==> config.mk <==
export PLATFORM = sky130hd
export DESIGN_NAME = mul_iter_radix4_flat
export DESIGN_NICKNAME = d
export VERILOG_FILES = /design/src/rtl/mul_iter_radix4_if.sv /design/src/rtl/mul_iter_radix4.sv /design/src/flat_wrapper.sv
export SDC_FILE = /design/constraint.sdc
export NUM_CORES = 1
export LEC_CHECK = 0
export ABC_AREA = 1
export BUFFER_PORTS_ARGS = -buffer_cell sky130_fd_sc_hd__buf_2
export CAP_MARGIN = 5
export CORE_MARGIN = 2
export CORE_UTILIZATION = 30
export DETAILED_ROUTE_END_ITERATION = 16
export SLEW_MARGIN = 5
export SYNTH_ARGS = -nofsm -noshare
export SYNTH_HDL_FRONTEND = slang
export SYNTH_SLANG_ARGS = --single-unit
==> constraint.sdc <==
create_clock -name clk -period 4 [get_ports clk]
set_input_delay 0.4 -clock clk [delete_from_list [all_inputs] [get_ports clk]]
set_output_delay 0.4 -clock clk [all_outputs]
set_load 0.02 [all_outputs]
==> src/rtl/mul_iter_radix4_if.sv <==
// EX-stage handshake bundle for the iterative multiplier: opcode, operands, HI/LO, start/annul in;
// 64-bit {hi,lo} result plus ready/busy out. Default opcode encodings apply if alu_defines.vh is absent.
`ifndef MULT_CONTROL
`define MULT_CONTROL 6'h18
`endif
`ifndef MULTU_CONTROL
`define MULTU_CONTROL 6'h19
`endif
`ifndef MADD_CONTROL
`define MADD_CONTROL 6'h1c
`endif
`ifndef MADDU_CONTROL
`define MADDU_CONTROL 6'h1d
`endif
`ifndef MSUB_CONTROL
`define MSUB_CONTROL 6'h1e
`endif
`ifndef MSUBU_CONTROL
`define MSUBU_CONTROL 6'h1f
`endif

interface mul_iter_radix4_if;
  logic [5:0]  op;
  logic [31:0] opdata1_i;
  logic [31:0] opdata2_i;
  logic [31:0] hi_i;
  logic [31:0] lo_i;
  logic        start_i;
  logic        annul_i;
  logic [63:0] result_o;
  logic        ready_o;
  logic        busy_o;

  modport master (
    output op, opdata1_i, opdata2_i, hi_i, lo_i, start_i, annul_i,
    input  result_o, ready_o, busy_o
  );

  modport slave (
    input  op, opdata1_i, opdata2_i, hi_i, lo_i, start_i, annul_i,
    output result_o, ready_o, busy_o
  );
endinterface

==> src/rtl/mul_iter_radix4.sv <==
// Iterative radix-4 Booth multiplier for MULT/MULTU: 17 Booth steps, registered {hi,lo} result.
// Define MUL_MADD_EN to add the ACC state and MADD/MADDU/MSUB/MSUBU.
module mul_iter_radix4 (
  input  logic               clk,
  input  logic               rst,
  mul_iter_radix4_if.slave   bus
);

  typedef enum logic [1:0] {
    StIdle = 2'd0,
    StCalc = 2'd1,
`ifdef MUL_MADD_EN
    StAcc  = 2'd2,
`endif
    StDone = 2'd3
  } state_e;

  state_e      state_q, state_d;
  logic [4:0]  cnt_q, cnt_d;
  logic [33:0] mcand_q, mcand_d;
  // {35-bit accumulator, 34-bit multiplier}; the multiplier shifts out as the product shifts in.
  logic [68:0] pp_q, pp_d;
  logic        qm1_q, qm1_d;
  logic [63:0] result_q, result_d;
`ifdef MUL_MADD_EN
  logic        acc_q, acc_d;
  logic        sub_q, sub_d;
  logic        op_acc, op_sub;
`else
  logic        unused_hilo;
  assign unused_hilo = ^{bus.hi_i, bus.lo_i};
`endif

  logic        op_ok, op_signed;
  logic [33:0] mcand_ext, mplier_ext;
  logic [34:0] m_ext, term, sum_hi;
  logic [68:0] pp_step;

  always_comb begin
    op_ok     = 1'b0;
    op_signed = 1'b0;
`ifdef MUL_MADD_EN
    op_acc    = 1'b0;
    op_sub    = 1'b0;
`endif
    case (bus.op)
      `MULT_CONTROL:  begin op_ok = 1'b1; op_signed = 1'b1; end
      `MULTU_CONTROL: op_ok = 1'b1;
`ifdef MUL_MADD_EN
      `MADD_CONTROL:  begin op_ok = 1'b1; op_signed = 1'b1; op_acc = 1'b1; end
      `MADDU_CONTROL: begin op_ok = 1'b1; op_acc = 1'b1; end
      `MSUB_CONTROL:  begin op_ok = 1'b1; op_signed = 1'b1; op_acc = 1'b1; op_sub = 1'b1; end
      `MSUBU_CONTROL: begin op_ok = 1'b1; op_acc = 1'b1; op_sub = 1'b1; end
`endif
      default: ;
    endcase
  end

  assign mcand_ext  = op_signed ? {{2{bus.opdata1_i[31]}}, bus.opdata1_i}
                                : {2'b00, bus.opdata1_i};
  assign mplier_ext = op_signed ? {{2{bus.opdata2_i[31]}}, bus.opdata2_i}
                                : {2'b00, bus.opdata2_i};

  // One Booth step: recode {q[1], q[0], q[-1]}, add into the accumulator, shift right by 2.
  always_comb begin
    m_ext = {mcand_q[33], mcand_q};
    case ({pp_q[1:0], qm1_q})
      3'b001, 3'b010: term = m_ext;
      3'b011:         term = m_ext << 1;
      3'b100:         term = -(m_ext << 1);
      3'b101, 3'b110: term = -m_ext;
      default:        term = '0;
    endcase
    sum_hi  = pp_q[68:34] + term;
    pp_step = $signed({sum_hi, pp_q[33:0]}) >>> 2;
  end

  always_comb begin
    state_d  = state_q;
    cnt_d    = cnt_q;
    mcand_d  = mcand_q;
    pp_d     = pp_q;
    qm1_d    = qm1_q;
    result_d = result_q;
`ifdef MUL_MADD_EN
    acc_d    = acc_q;
    sub_d    = sub_q;
`endif
    case (state_q)
      StIdle: begin
        if (bus.start_i && !bus.annul_i && op_ok) begin
          state_d = StCalc;
          cnt_d   = '0;
          mcand_d = mcand_ext;
          pp_d    = {35'd0, mplier_ext};
          qm1_d   = 1'b0;
`ifdef MUL_MADD_EN
          acc_d   = op_acc;
          sub_d   = op_sub;
`endif
        end
      end
      StCalc: begin
        if (bus.annul_i) begin
          state_d = StIdle;
        end else begin
          pp_d  = pp_step;
          qm1_d = pp_q[1];
          cnt_d = cnt_q + 5'd1;
          if (cnt_q == 5'd16) begin
`ifdef MUL_MADD_EN
            if (acc_q) state_d = StAcc;
            else
`endif
            begin
              state_d  = StDone;
              result_d = pp_step[63:0];
            end
          end
        end
      end
`ifdef MUL_MADD_EN
      StAcc: begin
        // HI/LO are taken here rather than at accept so EX can forward late writes.
        if (bus.annul_i) begin
          state_d = StIdle;
        end else begin
          state_d  = StDone;
          result_d = sub_q ? {bus.hi_i, bus.lo_i} - pp_q[63:0]
                           : {bus.hi_i, bus.lo_i} + pp_q[63:0];
        end
      end
`endif
      StDone:  state_d = StIdle;
      default: state_d = StIdle;
    endcase
  end

  always_ff @(posedge clk or negedge rst) begin
    if (!rst) begin
      state_q  <= StIdle;
      cnt_q    <= '0;
      mcand_q  <= '0;
      pp_q     <= '0;
      qm1_q    <= 1'b0;
      result_q <= '0;
`ifdef MUL_MADD_EN
      acc_q    <= 1'b0;
      sub_q    <= 1'b0;
`endif
    end else begin
      state_q  <= state_d;
      cnt_q    <= cnt_d;
      mcand_q  <= mcand_d;
      pp_q     <= pp_d;
      qm1_q    <= qm1_d;
      result_q <= result_d;
`ifdef MUL_MADD_EN
      acc_q    <= acc_d;
      sub_q    <= sub_d;
`endif
    end
  end

  assign bus.result_o = result_q;
  assign bus.ready_o  = (state_q == StDone);
  assign bus.busy_o   = (state_q != StIdle);

endmodule

==> src/flat_wrapper.sv <==
// flat-port wrapper written by rule: the top's interface ports become plain ports
module mul_iter_radix4_flat 
  (clk, rst, bus_op, bus_opdata1_i, bus_opdata2_i, bus_hi_i, bus_lo_i, bus_start_i, bus_annul_i, bus_result_o, bus_ready_o, bus_busy_o);
  mul_iter_radix4_if bus_i ();
  input  logic clk;
  input  logic rst;
  input wire logic [$bits(bus_i.op)-1:0] bus_op;
  input wire logic [$bits(bus_i.opdata1_i)-1:0] bus_opdata1_i;
  input wire logic [$bits(bus_i.opdata2_i)-1:0] bus_opdata2_i;
  input wire logic [$bits(bus_i.hi_i)-1:0] bus_hi_i;
  input wire logic [$bits(bus_i.lo_i)-1:0] bus_lo_i;
  input wire logic [$bits(bus_i.start_i)-1:0] bus_start_i;
  input wire logic [$bits(bus_i.annul_i)-1:0] bus_annul_i;
  output wire logic [$bits(bus_i.result_o)-1:0] bus_result_o;
  output wire logic [$bits(bus_i.ready_o)-1:0] bus_ready_o;
  output wire logic [$bits(bus_i.busy_o)-1:0] bus_busy_o;
  assign bus_i.op = bus_op;
  assign bus_i.opdata1_i = bus_opdata1_i;
  assign bus_i.opdata2_i = bus_opdata2_i;
  assign bus_i.hi_i = bus_hi_i;
  assign bus_i.lo_i = bus_lo_i;
  assign bus_i.start_i = bus_start_i;
  assign bus_i.annul_i = bus_annul_i;
  assign bus_result_o = bus_i.result_o;
  assign bus_ready_o = bus_i.ready_o;
  assign bus_busy_o = bus_i.busy_o;
  mul_iter_radix4 u_core (.clk(clk), .rst(rst), .bus(bus_i));
endmodule
==> results of run 1 <==
==> worst max-delay path, cell delays in order (launching register included) <==
cell,delay [ns]
dfrtp_1,0.41
inv_1,0.12
ha_2,0.23
nand2_1,0.08
nor2_1,0.16
nand4_1,0.18
xor2_1,0.23
o221ai_1,0.29
ha_1,0.49
nand2_1,0.09
o21ai_0,0.57
a21oi_1,0.15
or2_2,0.36
nand3_1,0.08
nand2_1,0.07
nand3_1,0.08
nand2_1,0.05
==> layout make-up <==
cell class                 instances  area (sq um)
fill                            3765         22200
multi-input combinational       1087          5520
sequential                       172          4300
timing repair buffer             167           912
inverter                         169           636
tap                              455           569
clock buffer                      17           425
clock inverter                    15           169
==> flip-flops by register name, summed over array words and instances, names as in the netlist <==
name / count
u_core.pp_q: 67
u_core.bus.result_o: 64
u_core.mcand_q: 33
u_core.cnt_q: 5
u_core.state_q: 2
u_core.qm1_q: 1
==> synth_stat cells, types with 4 or more instances <==
library cell  instances  area share [%]
nand2_1             449              16
dfrtp_1             172              41
inv_1               163             5.8
o21ai_0             130             6.1
nor2_1              121             4.3
nand3_1              93             4.4
a21oi_1              49             2.3
ha_1                 37             4.4
clkbuf_1             32             1.1
o211ai_1             32             2.3
o21ai_1              22             1.0
xor2_1               21             1.7
nand4_1              20             1.2
o22ai_1              18             1.1
buf_2                14            0.66
nor3_1               14            0.66
nand3b_1             12            0.85
xnor2_1              10            0.82
o2111ai_1             9            0.74
o21bai_1              9            0.64
or2_2                 9            0.53
inv_2                 6            0.21
o221ai_1              5            0.41
a221o_1               4            0.38
==> power by group through the flow <==
stage | clock network, uW | registers [uW] | logic, uW
2_1_floorplan | 0 | 2560 | 2530
3_3_place_gp | 0 | 2460 | 3800
3_5_place_dp | 0 | 2470 | 3830
4_1_cts | 1720 | 2440 | 3850
5_1_grt | 1790 | 2500 | 4440
6_report | 1670 | 2440 | 3970
==> per-stage QoR <==
stage,cell area [sq um],instances,setup slack [ns]
finish,12500,2082,0.234
global route,12500,2082,-0.0247
CTS,12500,2077,0.258
detailed placement,11900,2045,0.288
global placement,11900,2045,0.314
floorplan,10600,1478,0.989
==> logic make-up after synthesis <==
family	count (synthesis)	share of synthesized area, %
XOR/XNOR	31	2.56
AND/OR/NAND/NOR	734	29.0
buffers and inverters	219	7.97
AO/OA/AOI/OAI	284	15.4
flip-flops	172	40.5
adder cells (fa/ha/maj)	38	4.55
==> layer usage <==
metal  vias up  GRT usage, %  share of wire [%]
li1       5144             -                  -
met1      4668          25.5                 50
met2       169          28.1                 46
met3        30          2.25                2.8
met4         2          5.02                1.6
met5         -             0              0.028
==> final timing paths <==
path	start	to	slack, ns	cells after the start
max	u_core.mcand_q[1]$_DFFE_PN0P_	u_core.bus.result_o[57]$_DFFE_PN0P_	0.23	16
min	rst	u_core.bus.result_o[24]$_DFFE_PN0P_	0.06	1
max reg2reg	u_core.mcand_q[1]$_DFFE_PN0P_	u_core.bus.result_o[57]$_DFFE_PN0P_	0.23	16
min reg2reg	u_core.bus.result_o[47]$_DFFE_PN0P_	u_core.bus.result_o[47]$_DFFE_PN0P_	0.48	2
max in group asynchronous	rst	u_core.bus.result_o[57]$_DFFE_PN0P_	2.96	2
min in group clk	bus_opdata1_i[13]	u_core.mcand_q[13]$_DFFE_PN0P_	0.16	3
==> repair_timing <==
| item | 4_1_cts | 5_1_grt |
|---|---|---|
| setup buffers | 0 | 5 |
| setup endpoints to repair | 0 | 26 |
| gates resized for setup | 0 | 11 |
| hold endpoints to repair | 0 | 0 |
==> results.txt, run 1 <==
The total standard cell area after synthesis came out at 10,600 sq um. At the later pin of the worst-skew pair, clock insertion delay measures 0.44 ns. The die is about 190 um tall.

In this run the power density over the cells is 645 nW/um^2. TritonCTS built the clock tree. At the worst endpoint, the required time is ~4.3 ns.

The number of enable-type register cells in the synthesized netlist is 0. The flip-flop cell with the highest count after synthesis is dfrtp_1. The number of global-route vias before repair is 9,491. STA classifies the critical path endpoint as a flip-flop. The total congestion overflow came out at 0. The achievable clock frequency is 266 MHz. The total count of hold-check failures in the final report came out at 0. In this run, distinct cell masters in the synthesized netlist total 40. The via count of the routed design came out at between 10,000 and 15,000. The diode insertion count for antenna repair came out at 0. Summing internal, switching and leakage power gives 8080 uW. The count of warnings emitted by yosys is 0. The largest net degree at the start of global routing came out at 110. The number of iterations in the first detailed-routing pass is 5. The worst hold margin is 0.0597 ns.

Clock tree synthesis selected as its root buffer the cell clkbuf_16. Data arrives at the worst endpoint at 4.09 ns. between 200 and 250 I/O pins were placed.

The signed area change from the synthesized netlist to the final layout came out at 17.9%. The floorplan step defined a die boundary enclosing around 37,000 sq um. The remaining design rule violation count is 0. The share of the yosys chip area belonging to registers is 40.5%. The global routing usage summed across all routing layers came out at 17.8%. Dividing the detail-routed via count by the number of cells gives between 4 and 5. The hold-fix buffer count after cts came out at 0. The core occupancy in the finished layout is 36.1%.

The number of max-capacitance violations reported is 0. In the layout the commonest cells are 449 x nand2_1, 172 x dfrtp_1, 163 x inv_1, 138 x buf_2, 128 x o21ai_0. The clock period could shrink to 3.77 ns. Of the available clock period, the critical path in the final layout requires 94.2%. The count of buffers inserted at the top-level ports came out at 139. The initial antenna violation count is 1. The number of max-slew violations in the final report came out at 0. The deepest clock path buffer count came out at 2. The total number of clock tree sinks came out at 172. After detailed routing, the average wire length per cell comes to 15.3 um. For this run, asynchronously set or reset flops after synthesis account for 100%. The global-route wire length before repair is 51,500 um. The floorplan has 68 rows. The iteration-0 DRC count of the detailed router came out at a little over 700. The worst hold path belongs to the class in2async. The final weighted congestion of routability-driven global placement came out at 0.909. Counting the buffers created by CTS gives 17. The synthesized netlist net count is 1,654. The H-tree depth is 4. The pin slew with the least headroom to its limit came out at 1.06 ns.

The floorplan die width came out at 192 um. The placeable core region is 34,700 sq um. Clock skew on the completed layout was measured at 0.0122 ns. The starting density of the core came out at 30.6%. The worst setup path is of the reg2reg kind. The number of nets still failing antenna checks after routing came out at 0. The number of nets in the finished design is 1,790. The cell leakage power is 0.00618 uW.

The power share of the sequential group is 30.2%. The setup total negative slack came out at 0 ns. The clock power share came out at about a fifth. The final setup violation count is 0. The worst setup path is launched from a flip-flop. The maximum fanout along the worst path is 6. The cell-internal power is 4360 uW. A synthesized cell averages 7.19 sq um. The proportion of total power due to net switching is between 40% and 50%. The clock-pin slew on the worst setup and hold paths is 0.08 ns.

The power spent charging and discharging nets is 3720 uW. The worst IR drop on VDD came out at 0.408 mV. The run finished with clean final reports. Leaving out fill and tap cells, the most frequent cell in the layout is nand2_1.

The fraction of power consumed by combinational cells came out at about half. The final layout contains routed wiring with a total length of 31,900 um. The half-perimeter wire length after placement came out at 24,100 um. The post-synthesis register bit count is around 170. The post-synthesis instance total came out at around 1,500.

The worst slew margin relative to its limit came out at 29.3%. The fraction of final layout cells sized beyond drive strength 1 came out at 14.2%.
(Power assumes the default switching activity.)
==> inputs of run 2 (changes only) <==
Settings changed: ABC_AREA 1 to not set.
==> results.txt, run 2 <==
Status: finished, violations left (was complete, no violations). The checks that failed: negative setup slack. The final total power came out at 10,200 uW (was 8080 uW).

The proportion of total power due to net switching came out at 42.1% (was 46.0%). The pin slew with the least headroom to its limit is 1.07 ns (was 1.06 ns). The cell area after layout came out at 14,800 sq um (was 12,500 sq um).

The post-synthesis register bit count is 172 (unchanged). The largest net degree at the start of global routing was 103 (was 110). The half-perimeter wire length after placement came out at 25,500 um (was 24,100 um). The critical path endpoint is u_core.bus.result_o[60]$_DFFE_PN0P_ (was u_core.bus.result_o[57]$_DFFE_PN0P_).

The number of nets still failing antenna checks after routing is 0 (unchanged). The deepest clock path buffer count is 2 (unchanged). The synthesized netlist net count came to 1,420 (was 1,654). The type of the worst setup path is reg2reg (unchanged). Leading cell types by count after synthesis: 286 x nand2_1, 172 x dfrtp_1, 85 x nor2_1, 81 x o21ai_0, 68 x clkbuf_1 (was 449 x nand2_1, 172 x dfrtp_1, 163 x inv_1, 130 x o21ai_0, 121 x nor2_1). The count of buffers inserted at the top-level ports came out at 139 (unchanged).

The clock-pin slew on the worst setup and hold paths is 0.09 ns (was 0.08 ns). The count of warnings emitted by yosys is 0 (unchanged). The starting density of the core came out at 30.6% (about the same). The signed area change from the synthesized netlist to the final layout came out at 39.5% (was 17.9%).

The share of the yosys chip area belonging to registers is 40.5% (about the same). The topmost layer with routed signal wires is met5 (unchanged). The commonest non-fill, non-tap cell in the layout is nand2_1 (unchanged).

The height of the die came out at 192 um (about the same). The placeable core region came out at 34,700 sq um (unchanged). The met1 layer wirelength in the final routing is 16,300 um (was 16,000 um). The power density normalized to cell area was 690 nW/um^2 (was 645 nW/um^2). The remaining design rule violation count came out at 0 (unchanged). The number of placement rows is 68 (unchanged). The worst IR drop on VDD came to 0.399 mV (was 0.408 mV). The global-route wire length before repair was 55,600 um (was 51,500 um).

The start point of the critical path was u_core.mcand_q[5]$_DFFE_PN0P_ (was u_core.mcand_q[1]$_DFFE_PN0P_). The arrival time of the worst setup path is 4.85 ns (was 4.09 ns). Most frequent cells in the layout: 278 x nand2_1, 240 x buf_4, 172 x dfrtp_1, 138 x buf_2, 83 x nor2_1 (was 449 x nand2_1, 172 x dfrtp_1, 163 x inv_1, 138 x buf_2, 128 x o21ai_0).

The CTS root buffer is clkbuf_16 (unchanged). The fraction of final layout cells sized beyond drive strength 1 came out at 37.2% (was 14.2%). The via count of the routed design came out at 10,429 (was 10,013).

The number of global-route vias before repair is 10,173 (was 9,491). The maximum fanout along the worst path is 4 (was 6). The post-synthesis instance total was 1,244 (was 1,478). The final critical delay including setup and external delays is 4.51 ns (was 3.77 ns).

The number of clock buffers inserted by TritonCTS came out at 17 (unchanged). The wire length on met2 was 16,700 um (was 14,500 um). The cell-internal power is 5920 uW (was 4360 uW). The number of enable-type register cells in the synthesized netlist is 0 (unchanged). The final wirelength is 35,600 um (was 31,900 um). The clock power share is 16.8% (was 20.7%). The worst flop-to-flop path endpoint was u_core.bus.result_o[60]$_DFFE_PN0P_ (was u_core.bus.result_o[57]$_DFFE_PN0P_).

The clock skew was 0.0218 ns (was 0.0122 ns). Cells taking the most area after synthesis: dfrtp_1 41%, nand2_1 10%, ha_1 4.4% (was dfrtp_1 41%, nand2_1 16%, o21ai_0 6.1%). The met3 wire length is 1790 um (was 892 um). The H-tree depth came out at 4 (unchanged). The synthesized area per cell is 8.53 sq um (was 7.19 sq um). The detailed-route wire length per cell came out at 17.5 um (was 15.3 um). The share of Yosys cell area claimed by the top area cell type came out at 40.5% (about the same).

The total count of hold-check failures in the final report is 0 (unchanged). The TritonCTS clock tree is done (unchanged). The number of max-capacitance violations reported is 0 (unchanged). The count of cell types in the netlist came out at 70 (was 40). The final weighted congestion of routability-driven global placement came out at 0.883 (was 0.909). The type of the worst min-delay path is in2async (unchanged). The flip-flop cell with the highest count after synthesis is dfrtp_1 (unchanged). The floorplan die width came out at 192 um (about the same). The share of flip-flops with an asynchronous set or reset came to 100% (unchanged).

The routed via count divided by cell count is 5.12 (was 4.81). The portion of the clock cycle consumed by the worst path in the final layout came out at 113% (was 94.2%). The worst slew margin relative to its limit came out at 28.5% (was 29.3%). The type of element launching the critical path is a flip-flop (unchanged). The final setup violation count is 32 (was 0). Setup repair after global routing could not meet its margin everywhere. The I/O pin count is 204 (unchanged). The reg-to-reg critical path startpoint is u_core.mcand_q[5]$_DFFE_PN0P_ (was u_core.mcand_q[1]$_DFFE_PN0P_). The number of nets in the finished design came out at 1,743 (was 1,790). The initial antenna violation count came to 1 (unchanged). The total number of clock tree sinks is 172 (unchanged). The fraction of power consumed by combinational cells is 60.1% (was 49.2%). The number of iterations in the first detailed-routing pass is 5 (unchanged). The post-detailed-placement cell area came out at 13,300 sq um (was 11,900 sq um). The path depth of the worst reg2reg path is 19 (was 16). The insertion delay of the later-clocked pin in the worst-skew pair came to 0.46 ns (was 0.44 ns). The required time of the worst setup path is 4.33 ns (about the same).

The diode insertion count for antenna repair is 0 (unchanged). The global routing usage summed across all routing layers came out at 19.3% (was 17.8%). The number of max-slew violations in the final report came to 0 (unchanged).

The worst reg-to-reg setup slack came out at -0.51 ns (was 0.23 ns). The cell with the most instances after synthesis is nand2_1 (unchanged). The dominant cell type by area after synthesis was dfrtp_1 (unchanged). The power share of the sequential group is 23.0% (was 30.2%). The setup total negative slack is -8.40 ns (was 0 ns). The total congestion overflow was 0 (unchanged). The achievable clock frequency came out at 222 MHz (was 266 MHz). The flip-flop count of the largest register, all copies and words added was 67 (unchanged). The total standard cell area after synthesis is 10,600 sq um (about the same). The power spent charging and discharging nets came out at 4310 uW (was 3720 uW).

The iteration-0 DRC count of the detailed router is 596 (was 720). The overall die area came to 36,900 sq um (about the same). The cell leakage power came to 0.00724 uW (was 0.00618 uW). The register bank with the most flops is u_core.pp_q (unchanged). The endpoint class of the critical path is a flip-flop (unchanged). The worst path setup slack after routing is -0.514 ns (was 0.234 ns).
==> run 2: cell count changes after synthesis, moves of 40 or more <==
cell     before  now
mux2_2        0   40
inv_1       163   24
nand3_1      93   13
a31oi_1       2   42
o21ai_0     130   81
nand2_1     449  286
==> run 2: power by group through the flow <==
stage | combinational, uW | sequential, uW | clock, uW
floorplan | 3020 | 2240 | 0
global route | 6650 | 2390 | 1840
detailed placement | 5110 | 2350 | 0
finish | 6150 | 2360 | 1720
CTS | 5510 | 2340 | 1760
global placement | 5050 | 2350 | 0
==> run 2: kinds of logic (layout without fill, tap and decap cells) <==
| kind of cell | Yosys count | after routing | share of synthesized area [%] |
|---|---|---|---|
| compound gates | 328 | 328 | 19.9 |
| xor+xnor | 69 | 69 | 5.69 |
| fa+ha+maj | 38 | 38 | 4.55 |
| buf+inv | 112 | 448 | 4.21 |
| flops | 172 | 172 | 40.5 |
| mux | 56 | 56 | 5.76 |
| simple gates | 469 | 469 | 19.4 |
==> run 2: how the worst min path moves through the flow <==
stage | cells past startpoint | startpoint | slack, ns | endpoint
floorplan | 0 | rst | 0.10 | u_core.bus.result_o[0]$_DFFE_PN0P_
global placement | 2 | u_core.bus.result_o[29]$_DFFE_PN0P_ | 0.46 | u_core.bus.result_o[29]$_DFFE_PN0P_
detailed placement | 2 | u_core.bus.result_o[9]$_DFFE_PN0P_ | 0.46 | u_core.bus.result_o[9]$_DFFE_PN0P_
CTS | 1 | rst | 0.12 | u_core.bus.result_o[9]$_DFFE_PN0P_
global route | 1 | rst | 0.15 | u_core.bus.result_o[9]$_DFFE_PN0P_
finish | 1 | rst | 0.07 | u_core.bus.result_o[9]$_DFFE_PN0P_
==> run 2: area by class of cell <==
| class | instances | area [sq um] |
|---|---|---|
| Multi-Input combinational cell | 960 | 6600 |
| Inverter | 27 | 101 |
| Fill cell | 3451 | 19900 |
| Timing Repair Buffer | 389 | 2630 |
| Tap cell | 455 | 569 |
| Sequential cell | 172 | 4300 |
| Clock buffer | 17 | 425 |
| Clock inverter | 15 | 185 |
==> run 2: per-stage QoR <==
stage / utilization, % / hold WS, ns / cells / setup slack [ns]
CTS: 41.2 / 0.118 / 2022 / -0.474
global route: 42.7 / 0.154 / 2035 / -0.662
global placement: 38.3 / 0.456 / 1978 / -0.605
floorplan: - / 0.104 / 1244 / -0.417
finish: 42.7 / 0.0657 / 2035 / -0.514
detailed placement: 38.3 / 0.456 / 1978 / -0.610
==> run 2: what timing repair did <==
| action | 4_1_cts | 5_1_grt |
|---|---|---|
| setup buffers | 13 | 15 |
| pin swaps | 36 | 54 |
| hold buffers | 0 | 0 |
| endpoints found under the hold margin | 0 | 0 |
| setup endpoints to repair | 35 | 45 |
| resized for setup | 63 | 85 |
==> run 2: worst max-delay path: stages (launching register included) <==
cell and delay (ns):
dfrtp_1 0.38, or4_4 0.57, nor4_4 0.15, buf_4 0.18
nand2_4 0.06, or4_4 0.44, nand2_4 0.09, xnor2_2 0.07
a221oi_2 0.27, a31oi_2 0.07, ha_1 0.32, and2_4 0.14
and3_4 0.17, a221o_1 0.35, a21o_1 0.23, nand2_1 0.10
a41oi_2 0.12, a211oi_2 0.27, xnor2_1 0.13, mux2_4 0.27
==> run 2: metal layers <==
layer / vias to the layer above / GRT usage (%)
met2: 270 / 31.1
met4: 2 / 5.55
met5: - / 0
li1: 5048 / -
met1: 5067 / 26.2
met3: 42 / 3.96
==> inputs of run 3 (changes only) <==
Settings changed: SETUP_SLACK_MARGIN set to 0.05.
==> results.txt, run 3 (synthesized netlist as in run 2, its figures left out) <==
The number of placement rows was 68 (unchanged). The pin slew with the least headroom to its limit is 1.12 ns (was 1.07 ns). The achievable clock frequency came out at 222 MHz (about the same). The final setup violation count came out at 33 (was 32).

The deepest clock path buffer count came out at 2 (unchanged). The largest net degree at the start of global routing is 79 (was 103). The height of the die is 192 um (unchanged). The H-tree depth is 4 (unchanged). The initial antenna violation count is 4 (was 1).

The insertion delay of the later-clocked pin in the worst-skew pair is 0.45 ns (was 0.46 ns). The number of iterations in the first detailed-routing pass is 5 (unchanged). The global-route wire length before repair came out at 54,600 um (was 55,600 um). The final critical delay including setup and external delays is 4.51 ns (about the same).

In this design, the critical path's most frequently occurring cell is buf_6. The number of buffer and inverter stages on the critical path came out at 5 (was 1). The half-perimeter wire length after placement came out at 24,900 um (was 25,500 um). The placeable core region came out at 34,700 sq um (unchanged). The number of nets still failing antenna checks after routing came out at 0 (unchanged). The I/O pin count is 204 (unchanged). The final weighted congestion of routability-driven global placement is 0.902 (was 0.883).

The number of max-slew violations in the final report came out at 0 (unchanged). The global routing met2 resource utilization is 30.2% (was 31.1%). The total count of hold-check failures in the final report is 5 (was 0).

The core occupancy in the finished layout came out at 42.9% (was 42.7%). RSZ-0062 raised after global routing: yes (unchanged). The total congestion overflow came out at 0 (unchanged).

The clock skew came out at 0.0111 ns (was 0.0218 ns). The number of global-route vias before repair came out at 10,053 (was 10,173). The endpoint class of the critical path was a flip-flop (unchanged). The path depth of the worst reg2reg path came out at 20 (was 19). The iteration-0 DRC count of the detailed router is 560 (was 596). The gate family responsible for the most delay along the worst path is simple AND/OR/NAND/NOR gates (unchanged). The number of nets in the finished design is 1,720 (was 1,743). The portion of the clock cycle consumed by the worst path in the final layout is 113% (about the same).

The maximum single-stage delay on the critical path is 0.58 ns (was 0.57 ns). The overall die area came to 36,900 sq um (unchanged). The via count of the routed design came out at 10,328 (was 10,429). The flip-flop count of the largest register, all copies and words added is 67 (unchanged). The signed area change from the synthesized netlist to the final layout is 40.5% (was 39.5%).

The starting density of the core came out at 30.6% (unchanged). Sequence of cells on the critical path: or4_4, nor4_4, buf_4, nand2_4, or4_4, nand2_4, xnor2_2, a221oi_2, a31oi_1, ha_1, and2_4, and3_4, a221o_1, a21o_1, buf_4, buf_6, buf_6, buf_6, xnor2_4, mux2_4 (was or4_4, nor4_4, buf_4, nand2_4, or4_4, nand2_4, xnor2_2, a221oi_2, a31oi_2, ha_1, and2_4, and3_4, a221o_1, a21o_1, nand2_1, a41oi_2, a211oi_2, xnor2_1, mux2_4). The count of buffers inserted at the top-level ports came out at 139 (unchanged).

The worst IR drop on VDD came out at 0.421 mV (was 0.399 mV). The floorplan die width came to 192 um (unchanged). The worst hold margin came out at -0.00646 ns (was 0.0657 ns). Most frequent cells in the layout: 275 x nand2_1, 204 x buf_4, 172 x dfrtp_1, 138 x buf_2, 79 x nor2_1 (was 278 x nand2_1, 240 x buf_4, 172 x dfrtp_1, 138 x buf_2, 83 x nor2_1). The CTS root buffer was clkbuf_16 (unchanged).

The routed via count divided by cell count came out at 5.13 (was 5.12). The worst slew margin relative to its limit is 25.5% (was 28.5%). The power density normalized to cell area came out at 705 nW/um^2 (was 690 nW/um^2). The final wirelength is 35,100 um (was 35,600 um). The depth of the critical timing path with buffers and inverters included came to 20 (was 19). The cell area after layout came out at 14,900 sq um (was 14,800 sq um). The type of element launching the critical path is a flip-flop (unchanged). The most heavily used metal layer in global routing is met2 (unchanged).

The cell with the biggest individual delay on the critical path was or4_4 (unchanged). The worst path setup slack after routing is -0.506 ns (was -0.514 ns). The global routing usage summed across all routing layers is 19.0% (was 19.3%). The arrival time of the worst setup path is 4.84 ns (was 4.85 ns). Status: finished, violations left (unchanged). The post-detailed-placement cell area came out at 13,100 sq um (was 13,300 sq um). The register bank with the most flops is u_core.pp_q (unchanged). The required time of the worst setup path was 4.34 ns (was 4.33 ns). The clock-pin slew on the worst setup and hold paths is 0.07 ns (was 0.09 ns). The TritonCTS clock tree is done (unchanged). Violated checks: negative hold slack, negative setup slack (was negative setup slack). The fraction of met3 tracks used by global routing is 4.04% (was 3.96%). The total number of clock tree sinks is 172 (unchanged). The cell leakage power came out at 0.00721 uW (was 0.00724 uW). The detailed-route wire length per cell came out at 17.4 um (was 17.5 um). The hold-fix buffer count after cts came to 0 (unchanged). The maximum fanout along the worst path is 4 (unchanged). The met1 usage in global routing came to 25.7% (was 26.2%).

The remaining design rule violation count came out at 0 (unchanged). The number of max-capacitance violations reported is 0 (unchanged). The type of the worst min-delay path is in2async (unchanged). The type of the worst setup path is reg2reg (unchanged). The fraction of final layout cells sized beyond drive strength 1 is 37.4% (was 37.2%). The number of clock buffers inserted by TritonCTS is 17 (unchanged). The setup total negative slack came out at -9.35 ns (was -8.40 ns). The commonest non-fill, non-tap cell in the layout is nand2_1 (unchanged).
==> run 3: changes by cell type in the layout (fill, tap and decap cells not counted), sizes merged <==
cell      before  now
inv           33   32
buf          389  366
bufinv         0    3
clkinvlp       1    0
diode          0    3
clkinv         8    7
==> run 3: repair_timing <==
item                                    in CTS  in global routing
setup buffers                               19                 14
pin swaps                                   49                 55
gates resized for setup                    103                100
endpoints found under the setup margin      39                 43
==> run 3: power breakdown <==
part	switching (uW)	internal [uW]
registers	279	2040
logic	3280	3060
clock network	835	1020
total	4390	6120
==> run 3: through the flow <==
stage | hold slack, ns | total power (uW) | worst slack, ns | std cells
final | -0.00646 | 10500 | -0.506 | 2015
after global routing | 0.0452 | 11200 | -0.679 | 2014
after CTS | 0.0128 | 9880 | -0.455 | 2003
after detailed placement | 0.456 | 7360 | -0.697 | 1952
after global placement | 0.454 | 7290 | -0.635 | 1952
after floorplan | 0.104 | 5260 | -0.417 | 1244
==> run 3: worst reg2reg max path: stages (launching register included) <==
cell      delay (ns)
dfrtp_1         0.38
or4_4           0.58
nor4_4          0.18
buf_4           0.17
nand2_4         0.06
or4_4           0.44
nand2_4         0.09
xnor2_2         0.08
a221oi_2        0.27
a31oi_1         0.09
ha_1            0.31
and2_4          0.15
and3_4          0.17
a221o_1         0.35
a21o_1          0.23
buf_4           0.15
buf_6           0.10
buf_6           0.10
buf_6           0.12
xnor2_4         0.14
mux2_4          0.25
==> run 3: worst paths after layout <==
path / from / endpoint / slack, ns
hold reg to reg: u_core.bus.result_o[35]$_DFFE_PN0P_ / u_core.bus.result_o[35]$_DFFE_PN0P_ / 0.47
hold / removal: rst / u_core.bus.result_o[8]$_DFFE_PN0P_ / -0.006
setup / recovery: u_core.mcand_q[8]$_DFFE_PN0P_ / u_core.bus.result_o[50]$_DFFE_PN0P_ / -0.51
min in group clk: bus_opdata1_i[0] / u_core.mcand_q[0]$_DFFE_PN0P_ / 0.17
setup reg to reg: u_core.mcand_q[8]$_DFFE_PN0P_ / u_core.bus.result_o[50]$_DFFE_PN0P_ / -0.51
max in group asynchronous: rst / u_core.pp_q[29]$_DFFE_PN0P_ / 3.11
==> run 3: final cells by class <==
cell class,count,area [sq um]
fillers,3410,19800
multi-input cells,960,6770
flip-flops and latches,172,4300
repair buffers,366,2500
well taps,455,569
clock buffers,17,425
clock inverters,15,224
inverters,27,106
diodes,3,7.51
==> run 3: routing by layer <==
metal / routed length (um) / part of all wire (%)
met1: 15600 / 44
met2: 16400 / 47
met3: 2220 / 6.3
met4: 838 / 2.4
met5: 11 / 0.031
